===== config.mk =====
export PLATFORM = sky130hd
export DESIGN_NAME = int_ctrl
export DESIGN_NICKNAME = d
export VERILOG_FILES = /design/src/rtl/int_pkg.sv /design/src/rtl/int_prio_enc.sv /design/src/rtl/int_ctrl.sv
export SDC_FILE = /design/constraint.sdc
export NUM_CORES = 1
export LEC_CHECK = 0
export CAP_MARGIN = 10
export CORE_AREA = 8 8 82 84
export DETAILED_ROUTE_END_ITERATION = 6
export DIE_AREA = 0 0 90 92
export GPL_TIMING_DRIVEN = 0
export HOLD_SLACK_MARGIN = 0.03
export PLACE_DENSITY = 0.78
export SYNTH_ARGS = -nofsm -noshare
export SYNTH_HDL_FRONTEND = slang
export SYNTH_HIERARCHICAL = 1
export SYNTH_SLANG_ARGS = --single-unit

===== constraint.sdc =====
create_clock -name CLK -period 1.63 [get_ports CLK]
set_input_delay 0.326 -clock CLK [delete_from_list [all_inputs] [get_ports CLK]]
set_output_delay 0.326 -clock CLK [all_outputs]
set_load 0.05 [all_outputs]

===== src/rtl/int_pkg.sv =====
// -----------------------------------------------------------------------------
// int_pkg
// Shared definitions for the interrupt controller:
//   state_e   - controller FSM states
//   CSR_*     - register-port addresses
//   vec_addr  - vector address of an interrupt index
// -----------------------------------------------------------------------------
package int_pkg;

    typedef enum logic [1:0] {
        IDLE    = 2'd0,
        TAKE    = 2'd1,
        SERVICE = 2'd2
    } state_e;

    localparam logic [1:0] CSR_IE   = 2'd0;
    localparam logic [1:0] CSR_PEND = 2'd1;
    localparam logic [1:0] CSR_GIE  = 2'd2;
    localparam logic [1:0] CSR_STAT = 2'd3;

    // Vector of interrupt idx: base + (idx << shift).
    function automatic logic [15:0] vec_addr(input logic [15:0] base,
                                             input int          shift,
                                             input logic [3:0]  idx);
        return base + ({12'd0, idx} << shift);
    endfunction

endpackage


===== src/rtl/int_prio_enc.sv =====
// -----------------------------------------------------------------------------
// int_prio_enc
// Combinational lowest-index-first priority encoder.
// Ports:
//   req_i   [W-1:0] request vector, bit 0 is highest priority
//   valid_o         at least one request bit set
//   idx_o   [3:0]   index of the lowest set bit (0 when none set)
// -----------------------------------------------------------------------------
module int_prio_enc #(
    parameter int W = 8
) (
    input  logic [W-1:0] req_i,
    output logic         valid_o,
    output logic [3:0]   idx_o
);

    // Scan from the top down so the lowest set index is written last.
    always_comb begin
        valid_o = |req_i;
        idx_o   = 4'd0;
        for (int i = W - 1; i >= 0; i--) begin
            if (req_i[i]) begin
                idx_o = 4'(i);
            end
        end
    end

endmodule


===== src/rtl/int_ctrl.sv =====
// -----------------------------------------------------------------------------
// int_ctrl
// Interrupt controller for the program counter's interrupt-jump path.
// Latches rising edges on the request lines, masks them with IE, picks the
// lowest eligible index, and at an instruction boundary issues a one-cycle
// INTjmp pulse with the vector on Aint. Tracks in-service state until RetI.
//
// Build option:
//   INT_NEST_EN  defined   - nested service; a higher-priority eligible
//                            request preempts the one in service, and RetI
//                            retires the highest-priority in-service level.
//                undefined - single level; no takes while in service, RetI
//                            always returns to idle.
//
// Ports:
//   CLK, RST        clock; synchronous active-high reset
//   IRQ[N_IRQ]      edge-sensitive request lines
//   Boundary        control unit may be redirected this cycle
//   RetI            return-from-interrupt strobe
//   CsrWe/CsrAddr/CsrDin/CsrDout   register port (read is combinational)
//       0 IE (R/W), 1 pending (R, W1C), 2 GIE bit 0 (R/W),
//       3 status {InService, 3'b0, Cause, in-service vector [7:0]}
//   INTjmp          one-cycle take pulse
//   Aint            vector address, held between takes
//   InService       any interrupt in service
//   Cause           index of the most recently taken interrupt
// -----------------------------------------------------------------------------
module int_ctrl #(
    parameter int          N_IRQ     = 8,
    parameter logic [15:0] VEC_BASE  = 16'h0100,
    parameter int          VEC_SHIFT = 2
) (
    input  logic             CLK,
    input  logic             RST,
    input  logic [N_IRQ-1:0] IRQ,
    input  logic             Boundary,
    input  logic             RetI,
    input  logic             CsrWe,
    input  logic [1:0]       CsrAddr,
    input  logic [15:0]      CsrDin,
    output logic [15:0]      CsrDout,
    output logic             INTjmp,
    output logic [15:0]      Aint,
    output logic             InService,
    output logic [3:0]       Cause
);

    import int_pkg::*;

    state_e           state_q, state_d;
    logic [N_IRQ-1:0] prev_q;
    logic [N_IRQ-1:0] pend_q, pend_d;
    logic [N_IRQ-1:0] ie_q, ie_d;
    logic [N_IRQ-1:0] insvc_q, insvc_d;
    logic             gie_q, gie_d;
    logic [3:0]       cause_q, cause_d;
    logic [15:0]      aint_q, aint_d;

    logic [N_IRQ-1:0] irq_rise;
    logic [N_IRQ-1:0] eligible;
    logic [N_IRQ-1:0] take_mask;
    logic [N_IRQ-1:0] retire_mask;
    logic [N_IRQ-1:0] csr_clr;
    logic             elig_valid;
    logic [3:0]       sel;
    logic             svc_valid;
    logic [3:0]       svc_idx;
    logic             take;

    assign irq_rise = IRQ & ~prev_q;
    assign eligible = pend_q & ie_q;

    int_prio_enc #(.W(N_IRQ)) u_sel_enc (
        .req_i   (eligible),
        .valid_o (elig_valid),
        .idx_o   (sel)
    );

    // Highest-priority level currently in service; drives preemption
    // compare and which level RetI retires.
    int_prio_enc #(.W(N_IRQ)) u_svc_enc (
        .req_i   (insvc_q),
        .valid_o (svc_valid),
        .idx_o   (svc_idx)
    );

    assign take_mask   = N_IRQ'(1) << sel;
    assign retire_mask = N_IRQ'(1) << svc_idx;

    always_comb begin
        state_d = state_q;
        insvc_d = insvc_q;
        cause_d = cause_q;
        aint_d  = aint_q;
        take    = 1'b0;

        case (state_q)
            IDLE: begin
                if (gie_q && Boundary && elig_valid) begin
                    take = 1'b1;
                end
            end
            TAKE: begin
                // RetI is ignored here; the jump cycle always completes.
                state_d = SERVICE;
            end
            SERVICE: begin
                if (RetI) begin
                    // Return wins over any take in the same cycle.
                    insvc_d = insvc_q & ~retire_mask;
`ifdef INT_NEST_EN
                    if (insvc_d == '0) begin
                        state_d = IDLE;
                    end
`else
                    state_d = IDLE;
`endif
                end
`ifdef INT_NEST_EN
                else if (gie_q && Boundary && elig_valid && (sel < svc_idx)) begin
                    take = 1'b1;
                end
`endif
            end
            default: begin
                state_d = IDLE;
            end
        endcase

        if (take) begin
            state_d = TAKE;
            insvc_d = insvc_q | take_mask;
            cause_d = sel;
            aint_d  = vec_addr(VEC_BASE, VEC_SHIFT, sel);
        end
    end

    // A new edge on a bit being cleared the same cycle keeps it pending.
    always_comb begin
        csr_clr = '0;
        if (CsrWe && (CsrAddr == CSR_PEND)) begin
            csr_clr = CsrDin[N_IRQ-1:0];
        end
        pend_d = (pend_q & ~(take ? take_mask : '0) & ~csr_clr) | irq_rise;
    end

    always_comb begin
        ie_d  = ie_q;
        gie_d = gie_q;
        if (CsrWe && (CsrAddr == CSR_IE)) begin
            ie_d = CsrDin[N_IRQ-1:0];
        end
        if (CsrWe && (CsrAddr == CSR_GIE)) begin
            gie_d = CsrDin[0];
        end
    end

    always_comb begin
        CsrDout = '0;
        case (CsrAddr)
            CSR_IE:   CsrDout[N_IRQ-1:0] = ie_q;
            CSR_PEND: CsrDout[N_IRQ-1:0] = pend_q;
            CSR_GIE:  CsrDout[0]         = gie_q;
            CSR_STAT: CsrDout            = {svc_valid, 3'b000, cause_q, 8'(insvc_q)};
            default:  CsrDout            = '0;
        endcase
    end

    // prev resets to all-ones so lines already high at reset release are
    // not seen as edges.
    always_ff @(posedge CLK) begin
        if (RST) begin
            state_q <= IDLE;
            prev_q  <= '1;
            pend_q  <= '0;
            ie_q    <= '0;
            gie_q   <= 1'b0;
            insvc_q <= '0;
            cause_q <= 4'd0;
            aint_q  <= 16'd0;
        end else begin
            state_q <= state_d;
            prev_q  <= IRQ;
            pend_q  <= pend_d;
            ie_q    <= ie_d;
            gie_q   <= gie_d;
            insvc_q <= insvc_d;
            cause_q <= cause_d;
            aint_q  <= aint_d;
        end
    end

    assign INTjmp    = (state_q == TAKE);
    assign Aint      = aint_q;
    assign InService = svc_valid;
    assign Cause     = cause_q;

endmodule


Word level (Yosys, flattened, before mapping)
Index checks and enable logic that the tools add are counted.
Operators by class
  bitwise logic cells: 12
  add/sub/neg operators: 1
  muxes and demuxes: 29
  shift-type cells: 2
  equality and inequality tests: 8
  reductions and logical operators: 15
Operator list (count)
  $mux 3: 16
  $mux 8: 6
  $and 8x8->8: 5
  $not 8->8: 4
  $pmux 7 s3: 1
  $or 8x8->8: 2
  $reduce_or 8->1: 2
  $shl 1x4->8 const A: 2
  $add 9x6->10 const A: 1
  $eq 2x2->1 const B: 3
  $pmux 2 s3: 1
  $reduce_and 2->1: 3
  $logic_and 1x1->1: 5
  $eq 2x1->1 const B: 2
  $logic_not 2->1: 2
  $ne 2x2->1 const B: 2
  $pmux 1 s4: 1
  $reduce_bool 2->1: 2
  $mux 1: 3
  $ne 3x3->1 const B: 1
  $mux 2: 1
  $reduce_or 2->1: 1
  $not 1->1: 1
Storage, ports and cells
  word-level logic and storage cells: 76
  output and inout port bits: 38
  input bits: 31
  bits in registers: 55

Logic depth before layout (Yosys ltp)
Gate-level depths: netlist (run 1).
  depth in word-level cells: 15
  gate-level depth with buffers: 8
  gate-level depth less buffers: 7

Hierarchy
The synthesis (run 1) kept the hierarchy.
Modules (own cells, without submodules)
  int_ctrl: area each 2019.4 um^2, instances 1, cells each 228
  int_prio_enc: area each 92.6 um^2, instances 2, cells each 15

Worst setup path before layout (run 1)
Ideal clock, no wire load.
  kind: input to output
  start: in CsrAddr[0]
  end: out CsrDout[4]
  path slack: -0.570 ns
  buffers on the path: 2
  stages on the path: 4
  arrival time: 1.874 ns
  cell sequence: buf_2 > buf_2 > mux2i_1 > o21ai_0
On the way
  cells in the longest elaborated chain, start to end: 2
Ends and longest elaborated chain
  from (decl): line int_ctrl.sv:39  | input logic [1:0] CsrAddr,
  $eq 2x2->1 (tied with other cells): line int_ctrl.sv:160  | case (CsrAddr)
  $pmux 7 s3 (*): line int_ctrl.sv:160
  to (decl): line int_ctrl.sv:41  | output logic [15:0] CsrDout,
Mark *: on every way between the ends. The rest lies on a longest branch, timed or not.

Worst setup path after layout (run 1)
  start: reg pend_q[5]
  end: reg pend_q[2]
On the way
  cells in the longest elaborated chain, start to end: 13
Ends and longest elaborated chain
  from (decl): line int_ctrl.sv:52  | logic [N_IRQ-1:0] pend_q, pend_d;
  from (signal assigned): line int_ctrl.sv:184  | pend_q <= pend_d;
  $and 8x8->8: line int_ctrl.sv:71  | assign eligible = pend_q & ie_q;
  named net eligible[5]: line int_ctrl.sv:60  | logic [N_IRQ-1:0] eligible;
  $mux 3 (6 in a row): line int_prio_enc.sv:22  | if (req_i[i]) begin
  named net sel[2]: line int_ctrl.sv:65  | logic [3:0] sel;
  $shl 1x4->8: line int_ctrl.sv:87  | assign take_mask = N_IRQ'(1) << sel;
  $mux 8: line int_ctrl.sv:144  | pend_d = (pend_q & ~(take ? take_mask : '0) & ~csr_clr) | irq_rise;
  $not 8->8: line int_ctrl.sv:144
  $and 8x8->8 (2 in a row): line int_ctrl.sv:144
  $or 8x8->8: line int_ctrl.sv:144
The timed path passes the listed nets, and every way through them passes these cells.
A chain may end at the register's enable or synchronous reset.

==> flow_summary.ini, run 1 <==
[status]
status = finished, violations left
violations = negative setup slack

[logic_synthesis]
yosys_warnings = 6
yosysUniqueCellTypes = 39
ys_seq_elements = 40
seq_area_frac_synth = 0.363
synth_edf_count = 0
postSynthCellCount = 258
synth_top_cell_by_area = dfxtp_1
async_flop_share = 0
yosys.area.top_type_share = 0.363
synth_area_sq_um = 2200
avgSynthCellArea_sq_um = 8.55
ys.flop_type = dfxtp_1
synth_area_leaders = dfxtp_1, buf_4, mux2i_1

[critical_path]
crit_required_ns = 1.82
crit_end = pend_q[2]
critPathLaunch = pend_q[5]
worstPathMaxFanout = 4
reg2reg_slack_ns = -0.27
r2r_end = pend_q[2]
r2r-start = pend_q[5]
startpoint_type = flip-flop
path_class = flip-flop to flip-flop
end_kind = flip-flop
reg2reg_depth = 7
cp_data_arrival_time_ns = 2.08

[power_and_ir_drop]
switchingPower_mw = 0.599
p_per_area_nw_per_um2 = 652
ir_drop_mv = 0.581
clkPwrFrac = 0.331
netSwitchingFraction = 0.284
p_leak_nw = 1.36
p_int_mw = 1.51
power_frac_seq = 0.487
combPwrFrac = 0.183

[timing]
worst_pin_slew_ns = 0.590
finalMaxSlewViolations = 0
fin_crit_ns = 1.90
rsz0062_at_grt = true
setup_tns_ns = -3.00
fin_ws_ns = -0.268
setup-violations-final = 19
maxSlewHeadroom = 0.607
fmax_mhz = 527
min_period_over_period = 1.16
clock_skew_ns = 0.00653
hold_violations = 0

[detailed_routing]
wl_per_cell_um = 16.4
post_drt_via_cell_ratio = 5.10
vias = 2069
wirelength_mm = 6.67
drt-pass1-iter-count = 4
drt_iter0_drc = 112
ant_nets = 0
drc = 0

[place]
place_congestion = 0.910
portBuffers = 45
place_area_sq_um = 2860
dp_hpwl_mm = 4.65

[global_routing]
track_usage = 0.149
gr-usage-met2 = 0.256
grt_pass1_wl_mm = 10.1
grt_use_met1 = 0.174
grt_pass1_vias = 2029
grt_start_max_net_pins = 13
grt.busiest_layer = met2
overflow = 0
antenna_found_initial = 0
grtUsageMet3 = 0.0489

[clock_network]
htree_levels = 2
cts.path.max_buffers = 2
clk_pin_slew_ns = 0.08
cts_tree = built
clkLatencyLatePin_ns = 0.29
cts.sinks = 40
cts_hold_buf = 0
numCtsBuffers = 5
cts_root_buffer = clkbuf_8

[cells_and_area]
finalNetCount = 364
finish.instance_area_sq_um = 3240
antennaDiodeCount = 0
drive_gt1_frac = 0.428
fillCellCount = 493
mostFrequentLayoutCells = buf_4, nor2_1, dfxtp_1, clkdlybuf4s50_1
final_common_cell = buf_4
area_growth_pct = 46.9

[floorplan]
initial_core_util = 0.408
die_area_sq_um = 8280
dieWidth_um = 90
core_area_sq_um = 5410
row_count = 27
ios = 69
die_y_um = 92

[flow_run]
drv_cap = 0

[worst_hold_path]
hp-class = primary input to flip-flop
-- per-stage QoR --
step                setup WS, ns  instances  hold WS, ns   util  total power, mW
floorplan                0.00105        271        0.433      -             1.29
global placement           -1.36        388        0.466  0.529             1.39
detailed placement         -1.38        388        0.489  0.529             1.40
CTS                       -0.182        403        0.503  0.584             2.10
global route              -0.314        406        0.518  0.599             2.18
finish                    -0.268        406        0.492  0.599             2.11
-- metal layers --
layer / vias up / part of all wire
li1: 1012 / -
met1: 977 / 0.41
met2: 70 / 0.51
met3: 10 / 0.063
met4: 0 / 0.015
met5: - / 0
-- sequential cells by signal, indices dropped and copies added, names as in the netlist --
| signal | cells |
|---|---|
| Cause | 3 |
| gie_q | 1 |
| Aint | 2 |
| insvc_q | 8 |
| ie_q | 8 |
| prev_q | 8 |
| state_q | 2 |
| pend_q | 8 |
-- how the worst min path moves through the flow --
stage / endpoint / startpoint / cells past startpoint / slack, ns
3_5_place_dp: Aint[8] / Aint[8] / 2 / 0.49
3_3_place_gp: Aint[8] / Aint[8] / 2 / 0.47
5_1_grt: gie_q / CsrAddr[1] / 4 / 0.52
2_1_floorplan: prev_q[0] / IRQ[0] / 1 / 0.43
6_report: gie_q / CsrAddr[1] / 4 / 0.49
4_1_cts: Aint[8] / Aint[8] / 2 / 0.50
-- repair_timing --
action	CTS	global route
gates resized for setup	147	35
pin swaps	20	11
setup endpoints to repair	44	48
buffers inserted	8	3
-- Yosys cell counts, types with 7 or more instances --
cell / n
and2_1: 9
o21ai_0: 13
inv_1: 9
mux2i_1: 16
nand2_1: 8
clkbuf_1: 7
buf_4: 22
nand2b_1: 8
or2_2: 8
dfxtp_1: 40
a21oi_1: 15
a22o_1: 8
nand3_1: 12
nor2_1: 27
-- power groups by stage --
| stage | sequential, mW | combinational (mW) | clock [mW] |
|---|---|---|---|
| 6_report | 1.03 | 0.386 | 0.698 |
| 5_1_grt | 1.03 | 0.409 | 0.745 |
| 4_1_cts | 1.03 | 0.375 | 0.698 |
| 3_5_place_dp | 1.05 | 0.350 | 0 |
| 3_3_place_gp | 1.04 | 0.346 | 0 |
| 2_1_floorplan | 1.04 | 0.246 | 0 |
-- logic make-up after synthesis --
kind of cell | after synthesis | share of synthesized area
buffers and inverters | 43 | 0.118
and+or+nand+nor | 103 | 0.274
other | 3 | 0.00511
muxes | 17 | 0.0829
DFF | 40 | 0.363
AOI/OAI and AO/OA | 52 | 0.157
-- worst max-delay path, stage by stage (launching register included) --
cell and delay, ns:
dfxtp_2 0.33, and2_4 0.17, nor4_4 0.28, and3b_2 0.29, buf_6 0.13, nor3_4 0.17
nand3_2 0.16, a22o_1 0.26
-- layout make-up --
cell class                      instances  area (sq um)  area share
Multi-Input combinational cell        188          1450       0.448
Clock inverter                          2          10.0     0.00309
Clock buffer                            6          82.6      0.0255
Timing Repair Buffer                   56           502       0.155
Tap cell                               72          90.1      0.0278
Buffer                                 33           249      0.0769
Inverter                                9          33.8      0.0104
Sequential cell                        40           821       0.253
No activity file was read; power rests on OpenSTA's default activity.
==> run 2: changes to the inputs <==
--- a/config.mk
+++ b/config.mk
@@ -7,6 +7,7 @@
 export LEC_CHECK = 0
 export CAP_MARGIN = 10
 export CORE_AREA = 8 8 82 84
+export CTS_BUF_LIST = sky130_fd_sc_hd__clkbuf_8 sky130_fd_sc_hd__clkbuf_16
 export DETAILED_ROUTE_END_ITERATION = 6
 export DIE_AREA = 0 0 90 92
 export GPL_TIMING_DRIVEN = 0
==> results of run 2 <==
No change in the layout: final DEF, timing and power equal those of run 1.
